==> config.mk <==
export PLATFORM = sky130hd
export DESIGN_NAME = mux_n_1_stream
export DESIGN_NICKNAME = d
export VERILOG_FILES = /design/src/rtl/mux_pkg.sv /design/src/rtl/rr_arbiter.sv /design/src/rtl/mux_n_1_stream.sv
export SDC_FILE = /design/constraint.sdc
export NUM_CORES = 1
export LEC_CHECK = 0
export CAP_MARGIN = 20
export CORE_MARGIN = 2
export CORE_UTILIZATION = 35
export CTS_CLUSTER_DIAMETER = 80
export CTS_CLUSTER_SIZE = 30
export DETAILED_ROUTE_END_ITERATION = 12
export PLACE_DENSITY = 0.69
export SLEW_MARGIN = 20
export SYNTH_ARGS = -nofsm -noshare
export SYNTH_HDL_FRONTEND = slang
export SYNTH_SLANG_ARGS = --single-unit
==> constraint.sdc <==
create_clock -name clk -period 3.8 [get_ports clk]
set_clock_uncertainty 0.05 [all_clocks]
set_input_delay 0.57 -clock clk [delete_from_list [all_inputs] [get_ports clk]]
set_output_delay 0.57 -clock clk [all_outputs]
set_load 0.005 [all_outputs]
==> src/rtl/mux_pkg.sv <==
// mux_pkg: mode encoding and parameter limits shared by the stream multiplexer and its arbiter
package mux_pkg;

    typedef enum logic {
        MODE_FIXED = 1'b0,
        MODE_RR    = 1'b1
    } mode_e;

    localparam int MAX_N     = 16;
    localparam int MAX_WIDTH = 64;

endpackage

==> src/rtl/rr_arbiter.sv <==
// rr_arbiter: combinational round-robin search starting at ptr
// Ports:
//   req       in  N     request vector
//   ptr       in  SELW  first index searched
//   gnt_valid out 1     some request found
//   gnt_idx   out SELW  first requesting index at or after ptr, modulo N
module rr_arbiter #(
    parameter int N    = 4,
    parameter int SELW = $clog2(N)
) (
    input  logic [N-1:0]    req,
    input  logic [SELW-1:0] ptr,
    output logic            gnt_valid,
    output logic [SELW-1:0] gnt_idx
);

    always_comb begin
        gnt_valid = 1'b0;
        gnt_idx   = '0;
        for (int k = 0; k < N; k++) begin
            if (!gnt_valid && req[(int'(ptr) + k) % N]) begin
                gnt_valid = 1'b1;
                gnt_idx   = SELW'((int'(ptr) + k) % N);
            end
        end
    end

endmodule

==> src/rtl/mux_n_1_stream.sv <==
// mux_n_1_stream: N-to-1 valid/ready stream multiplexer with fixed or round-robin selection
// Ports:
//   clk, rst_n  clock, asynchronous active-low reset
//   mode        0 = fixed select by sel, 1 = round-robin
//   sel         channel index in fixed mode (>= N selects nothing)
//   in_data     N*WIDTH channel words, channel i at [i*WIDTH +: WIDTH]
//   in_valid    per-channel valid
//   in_ready    per-channel ready, at most one bit set
//   out_data    registered selected word
//   out_chan    source channel of out_data (only with MUX_N_1_STREAM_CHAN_TAG_EN)
//   out_valid   output register holds a word
//   out_ready   downstream accepts the word
module mux_n_1_stream
    import mux_pkg::*;
#(
    parameter int WIDTH = 2,
    parameter int N     = 4,
    parameter int SELW  = $clog2(N)
) (
    input  logic               clk,
    input  logic               rst_n,
    input  logic               mode,
    input  logic [SELW-1:0]    sel,
    input  logic [N*WIDTH-1:0] in_data,
    input  logic [N-1:0]       in_valid,
    output logic [N-1:0]       in_ready,
    output logic [WIDTH-1:0]   out_data,
`ifdef MUX_N_1_STREAM_CHAN_TAG_EN
    output logic [SELW-1:0]    out_chan,
`endif
    input  logic               out_ready,
    output logic               out_valid
);

    logic             can_load;
    logic             gnt_ok;
    logic             rr_valid;
    logic             xfer;
    logic [SELW-1:0]  gnt;
    logic [SELW-1:0]  rr_idx;
    logic [SELW-1:0]  ptr_q, ptr_d;
    logic [WIDTH-1:0] gnt_data;
    logic [WIDTH-1:0] out_data_q, out_data_d;
    logic             out_valid_q, out_valid_d;

    rr_arbiter #(
        .N    (N),
        .SELW (SELW)
    ) u_rr (
        .req       (in_valid),
        .ptr       (ptr_q),
        .gnt_valid (rr_valid),
        .gnt_idx   (rr_idx)
    );

    always_comb begin
        can_load = !out_valid_q || out_ready;
        gnt_ok   = (mode == MODE_RR) ? rr_valid : (int'(sel) < N);
        gnt      = (mode == MODE_RR) ? rr_idx : sel;
        in_ready = '0;
        gnt_data = '0;
        // rst_n gates ready directly so it drops during reset without a clock edge
        for (int i = 0; i < N; i++) begin
            if (int'(gnt) == i) begin
                in_ready[i] = rst_n && gnt_ok && can_load;
                gnt_data    = in_data[i*WIDTH +: WIDTH];
            end
        end
        xfer        = |(in_valid & in_ready);
        out_valid_d = xfer || (out_valid_q && !out_ready);
        out_data_d  = xfer ? gnt_data : out_data_q;
        // fixed-mode transfers leave ptr alone so round-robin resumes where it stopped
        ptr_d       = (xfer && mode == MODE_RR) ? ((int'(gnt) == N - 1) ? '0 : gnt + SELW'(1)) : ptr_q;
    end

    always_ff @(posedge clk or negedge rst_n) begin
        if (!rst_n) begin
            out_valid_q <= 1'b0;
            out_data_q  <= '0;
            ptr_q       <= '0;
        end else begin
            out_valid_q <= out_valid_d;
            out_data_q  <= out_data_d;
            ptr_q       <= ptr_d;
        end
    end

    assign out_valid = out_valid_q;
    assign out_data  = out_data_q;

`ifdef MUX_N_1_STREAM_CHAN_TAG_EN
    logic [SELW-1:0] out_chan_q, out_chan_d;

    assign out_chan_d = xfer ? gnt : out_chan_q;

    always_ff @(posedge clk or negedge rst_n) begin
        if (!rst_n) out_chan_q <= '0;
        else        out_chan_q <= out_chan_d;
    end

    assign out_chan = out_chan_q;
`endif

endmodule

; ---- After elaboration in Yosys (flattened, before gate mapping)
; Index checks and enable logic that the tools add are counted.
[op_classes]
n_lt_le_gt_ge = 4
mux = 30
bitwise = 4
n_reduce_logical = 19
eq_ne = 3
n_addsub = 4
[ops]
columns = op, count
row1 = 2-bit 2-to-1 mux, 10
row2 = 1-bit 2-to-1 mux, 16
row3 = 3-bit by 4-bit < comparator with 1-bit output (second input constant), 3
row4 = 1-bit binary-select mux with 2-bit select, 4
row5 = 1-bit logical AND, 7
row6 = 2-bit OR reduction, 3
row7 = 1-bit zero test, 5
row8 = 2-bit by 1-bit adder with 2-bit output (second input constant), 2
row9 = 2-bit adder (second input constant), 2
row10 = 4-bit bitwise AND, 1
row11 = 2-bit == test (second input constant), 2
row12 = 4-bit OR reduction, 1
row13 = 1-bit bitwise AND (first input constant), 3
row14 = 2-bit by 3-bit < comparator with 1-bit output (second input constant), 1
row15 = 2-bit by 1-bit == test with 1-bit output (second input constant), 1
row16 = 2-bit zero test, 1
row17 = 1-bit logical OR, 2
[totals]
wordCells = 67
inputBits = 18
register_bits = 5

; ---- Depth between registers and ports, before layout
[depth]
depth_word = 21
mapped_depth = 10
ltp_nobuf = 9

; ---- Modules after synthesis
; From an unflattened synthesis, not the netlist that was laid out.
[unflattened]
cells_unflattened = 58
hier_area_um2 = 513.0
[by_module_without_submodules]
columns = mod, seq_area_each_um2, area_each_um2, n_inst, cells_each
row1 = mux_n_1_stream, 125.1, 435.4, 1, 43
row2 = rr_arbiter, 0.0, 77.6, 1, 15

; ---- Worst setup path before layout
; OpenSTA, ideal clock, no wires.
[synth_timing]
kind = input-to-reg
from = input port in_valid[2]
to = register ptr_q[1]
path_stages = 10
required_time_ns = 3.625
setup_ns = 0.125
path_slack_ns = 0.922
arrival_ns = 2.702
cell_sequence = buf_6 -> or3_4 -> a211oi_2 -> o31a_4 -> a21oi_1 -> ha_1 -> a22o_2 -> o211ai_4 -> or2_1 -> mux2_4
[synth_via]
elab_chain_len = 19
word_cells_on_any_way = 42
[synth_lines]
columns = element, line
row1 = start: declaration, mux_n_1_stream.sv:25  ; input logic [N-1:0] in_valid,
row2 = 1-bit binary-select mux with 2-bit select, rr_arbiter.sv:21  ; if (!gnt_valid && req[(int'(ptr) + k) % N]) begin
row3 = 1-bit 2-to-1 mux (implied by the code), rr_arbiter.sv:21
row4 = 1-bit 2-to-1 mux, rr_arbiter.sv:21
row5 = 1-bit zero test, rr_arbiter.sv:21
row6 = 1-bit logical AND, rr_arbiter.sv:21
row7 = 1-bit 2-to-1 mux, rr_arbiter.sv:21
row8 = 1-bit zero test, rr_arbiter.sv:21
row9 = 1-bit logical AND, rr_arbiter.sv:21
row10 = (+2 left out), n/a
row11 = 1-bit logical AND, rr_arbiter.sv:21
row12 = 1-bit 2-to-1 mux, rr_arbiter.sv:21
row13 = 1-bit 2-to-1 mux, mux_n_1_stream.sv:58  ; gnt_ok = (mode == MODE_RR) ? rr_valid : (int'(sel) < N);
row14 = 1-bit logical AND (2 in a row), mux_n_1_stream.sv:65  ; in_ready[i] = rst_n && gnt_ok && can_load;
row15 = 1-bit 2-to-1 mux, mux_n_1_stream.sv:64  ; if (int'(gnt) == i) begin
row16 = 4-bit bitwise AND, mux_n_1_stream.sv:69  ; xfer = |(in_valid & in_ready);
row17 = 4-bit OR reduction, mux_n_1_stream.sv:69
row18 = 1-bit logical AND, mux_n_1_stream.sv:73  ; ptr_d = (xfer && mode == MODE_RR) ? ((int'(gnt) == N - 1) ? '0 : gnt + SELW'(1)) : ptr_q;
row19 = end signal: assignment, mux_n_1_stream.sv:84  ; ptr_q <= ptr_d;
row20 = end: declaration, mux_n_1_stream.sv:41  ; logic [SELW-1:0] ptr_q, ptr_d;
; Several ways; a longest one is shown, not always the timed one. The select of a mux whose other input is x is not followed.
; A chain may end at the register's enable or synchronous reset.

; ---- Worst setup path in the final report
[layout_timing]
from = input port in_valid[2]
to = output port in_ready[2]
[layout_via]
elab_chain_len = 16
word_cells_on_any_way = 31
[layout_lines]
columns = element, line
row1 = 1-bit binary-select mux with 2-bit select, rr_arbiter.sv:21
row2 = 1-bit 2-to-1 mux (implied by the code), rr_arbiter.sv:21
row3 = 1-bit 2-to-1 mux, rr_arbiter.sv:21
row4 = 1-bit zero test, rr_arbiter.sv:21
row5 = 1-bit logical AND, rr_arbiter.sv:21
row6 = 1-bit 2-to-1 mux, rr_arbiter.sv:21
row7 = 1-bit zero test, rr_arbiter.sv:21
row8 = 1-bit logical AND, rr_arbiter.sv:21
row9 = 1-bit 2-to-1 mux, rr_arbiter.sv:21
row10 = 1-bit zero test, rr_arbiter.sv:21
row11 = 1-bit logical AND, rr_arbiter.sv:21
row12 = 1-bit 2-to-1 mux, rr_arbiter.sv:21
row13 = 1-bit 2-to-1 mux, mux_n_1_stream.sv:58
row14 = 1-bit logical AND (2 in a row), mux_n_1_stream.sv:65
row15 = 1-bit 2-to-1 mux *, mux_n_1_stream.sv:64
row16 = end: declaration, mux_n_1_stream.sv:26  ; output logic [N-1:0] in_ready,
; Mark *: on every way between the ends. The rest lies on a longest branch, timed or not. The select of a mux whose other input is x is not followed.

==> results.cfg <==
[setup_path]
crit_arrival_ns = 3.03
crit_path_start_kind = input pin
crit_path_end = in_ready[2]
r2r_cells = 9
startpoint = in_valid[2]
worstPathRequired_ns = 3.18
worstSetupPathType = input pin to output pin
crit_path_max_fanout = 6
r2r-end = ptr_q[1]
r2r-start = ptr_q[1]
r2r_slack_ns = 0.87
cp-end-kind = output pin

[logic_synthesis]
synth-main-ff-cell = dfrtp_1
ys_warn_count = 0
synth.yosys.seq_area_share_pct = 19.9
synth_nets = 99
synth_top_area_cell = dfrtp_1
yosys-top-cells-count = nand2_1, nor2_1, a21oi_1, o21ai_0
avgSynthCellArea_um2 = 8.17
yosysMostFrequentCell = nand2_1
syn_inst = 77
synth_top_area_share_pct = 19.9
synth_area_leaders = dfrtp_1, ha_1, nand2_1, a21oi_1, o21ai_0
synth_enable_flop_cells = 0
ys_ff_latch = 5
synth_cell_types = 30
async_flop_share_pct = 100
netlist_area_um2 = 629

[detailed_routing]
viasPerCell = 5.15
first_pass_iters = 4
ant_nets = 0
wl_um = 1490
dr.first_iter.drc_count = 32
drc = 0
vias = 664
wl_per_cell_um = 11.5

[power_and_ir_drop]
powerDensity_nw_per_um2 = 440
leakagePower_nw = 0.383
ir_drop_mv = 0.190

[clock_network]
cts.clk_slew.worst_paths_ns = 0.04
cts_buffers = 3
worstSkewPairLatency_ns = 0.24
cts.sinks = 5
cts_hold_buf = 0
cts-htree-levels = 1
cts_buffer_depth = 2
cts_tree = built
root_buffer = clkbuf_4

[global_routing]
first_global_vias = 535
antenna_found_initial = 0
grt-ovfl-total = 0
grt_pass1_wl_um = 2260
grt.total_usage_pct = 14.3
grt_max_degree = 12

[sta]
period_needed_ns = 3.65
rsz0062_at_grt = no
hold_violations = 0
max_freq_mhz = 274
tightest_slew_ns = 0.378
setup_viol = 0
relSlewSlack_pct = 74.7
fin_ws_ns = 0.154
maxSlewViolCount = 0
fin_crit_sh_pct = 96.0
setup_tns_ns = 0

[placed_design]
gp_congestion = 0.735
place.port_buffers = 24
dp_hpwl_um = 1170
pre_cts_slack_ns = 0.179

[floorplanning]
dieArea_um2 = 2150
rows = 15
chipWidth_um = 46.4
io_pins = 25
die_h_um = 46.4
start_util_pct = 36.8
core_um2 = 1710

[layout]
n_antenna_cell = 0
drive_gt1_share_pct = 12.5
area_growth_pct = 45.7
fin_nets = 127

[job]
cap_violations = 0

[worst_hold_path]
hold_class = flip-flop to flip-flop

[status]
outcome = completed
[cells by family (layout without fill, tap and decap cells)]
kind of cell | Yosys count | after routing | synth area share (%)
AO/OA/AOI/OAI | 28 | 28 | 34.2
adder cells (fa/ha/maj) | 4 | 4 | 7.95
buffers and inverters | 8 | 35 | 7.36
flip-flops | 5 | 5 | 19.9
multiplexers | 2 | 2 | 6.56
AND/OR/NAND/NOR | 30 | 30 | 24.1
[sequential cells by signal (all words and copies together), names as in the netlist]
register and cells:
ptr_q 2, out_data 2, out_valid 1
[power breakdown]
group	internal [mW]	leakage (nW)	switching, mW
clock network	0.0396	0.0150	0.0201
logic	0.134	0.306	0.0975
registers	0.0764	0.0615	0.0364
total	0.250	0.383	0.154
[layout by cell type (no fill, tap or decap), types with 2 or more instances in the layout]
cell type	synthesis	layout
a21boi_0	2	2
clkdlybuf4s50_1	0	24
clkbuf_4	0	3
nor2_1	8	8
nand2_1	10	10
o21ai_0	7	7
nor4_1	3	3
a22oi_1	2	2
or2b_1	2	2
dfrtp_1	5	5
buf_4	0	2
inv_1	5	5
nand2b_1	3	3
ha_1	4	3
a21oi_1	7	7
[worst min-delay path by stage]
stage / end / start / cells past startpoint / slack, ns
2_1_floorplan: out_data[0] / rst_n / 0 / 0.22
3_3_place_gp: out_data[1] / out_data[1] / 2 / 0.42
3_5_place_dp: out_data[0] / out_data[0] / 2 / 0.42
4_1_cts: out_data[0] / out_data[0] / 2 / 0.43
5_1_grt: out_data[1] / out_data[1] / 2 / 0.46
6_report: out_data[1] / out_data[1] / 2 / 0.42
[worst max-delay path, cell delays in order]
cell and delay (ns):
clkdlybuf4s50_1 0.60, buf_4 0.17, nand2b_1 0.05, a21oi_1 0.14
a2bb2oi_1 0.36, a21o_1 0.19, ha_1 0.27, nand2_1 0.08
nor2_1 0.09, clkdlybuf4s50_1 0.50
[metal layers]
metal | GRT usage, % | share of wire (%)
met5 | 0 | 0
met4 | 3.43 | 0
met3 | 2.35 | 7.2
met2 | 21.9 | 47
met1 | 20.8 | 46
[per-stage QoR]
stage | instance area, um^2 | power (mW) | cells | hold WS (ns) | utilization (%)
floorplan | 629 | 0.268 | 77 | 0.224 | -
global placement | 888 | 0.342 | 125 | 0.423 | 52.0
detailed placement | 888 | 0.341 | 125 | 0.424 | 52.0
CTS | 915 | 0.404 | 129 | 0.433 | 53.6
global route | 917 | 0.440 | 129 | 0.461 | 53.7
finish | 917 | 0.404 | 129 | 0.425 | 53.7
[final cells by class]
| cell class | count | area, um^2 |
|---|---|---|
| fill | 167 | 791 |
| multi-input combinational | 64 | 460 |
| timing repair buffer | 26 | 255 |
| sequential | 5 | 125 |
| tap | 25 | 31.3 |
| clock buffer | 4 | 26.3 |
| inverter | 5 | 18.8 |
[repair_timing]
item | 4_1_cts | 5_1_grt
setup endpoints to repair | 0 | 1
buffers inserted | 0 | 0
endpoints found under the hold margin | 0 | 0
gates resized for setup | 0 | 1
(Power assumes the default switching activity.)
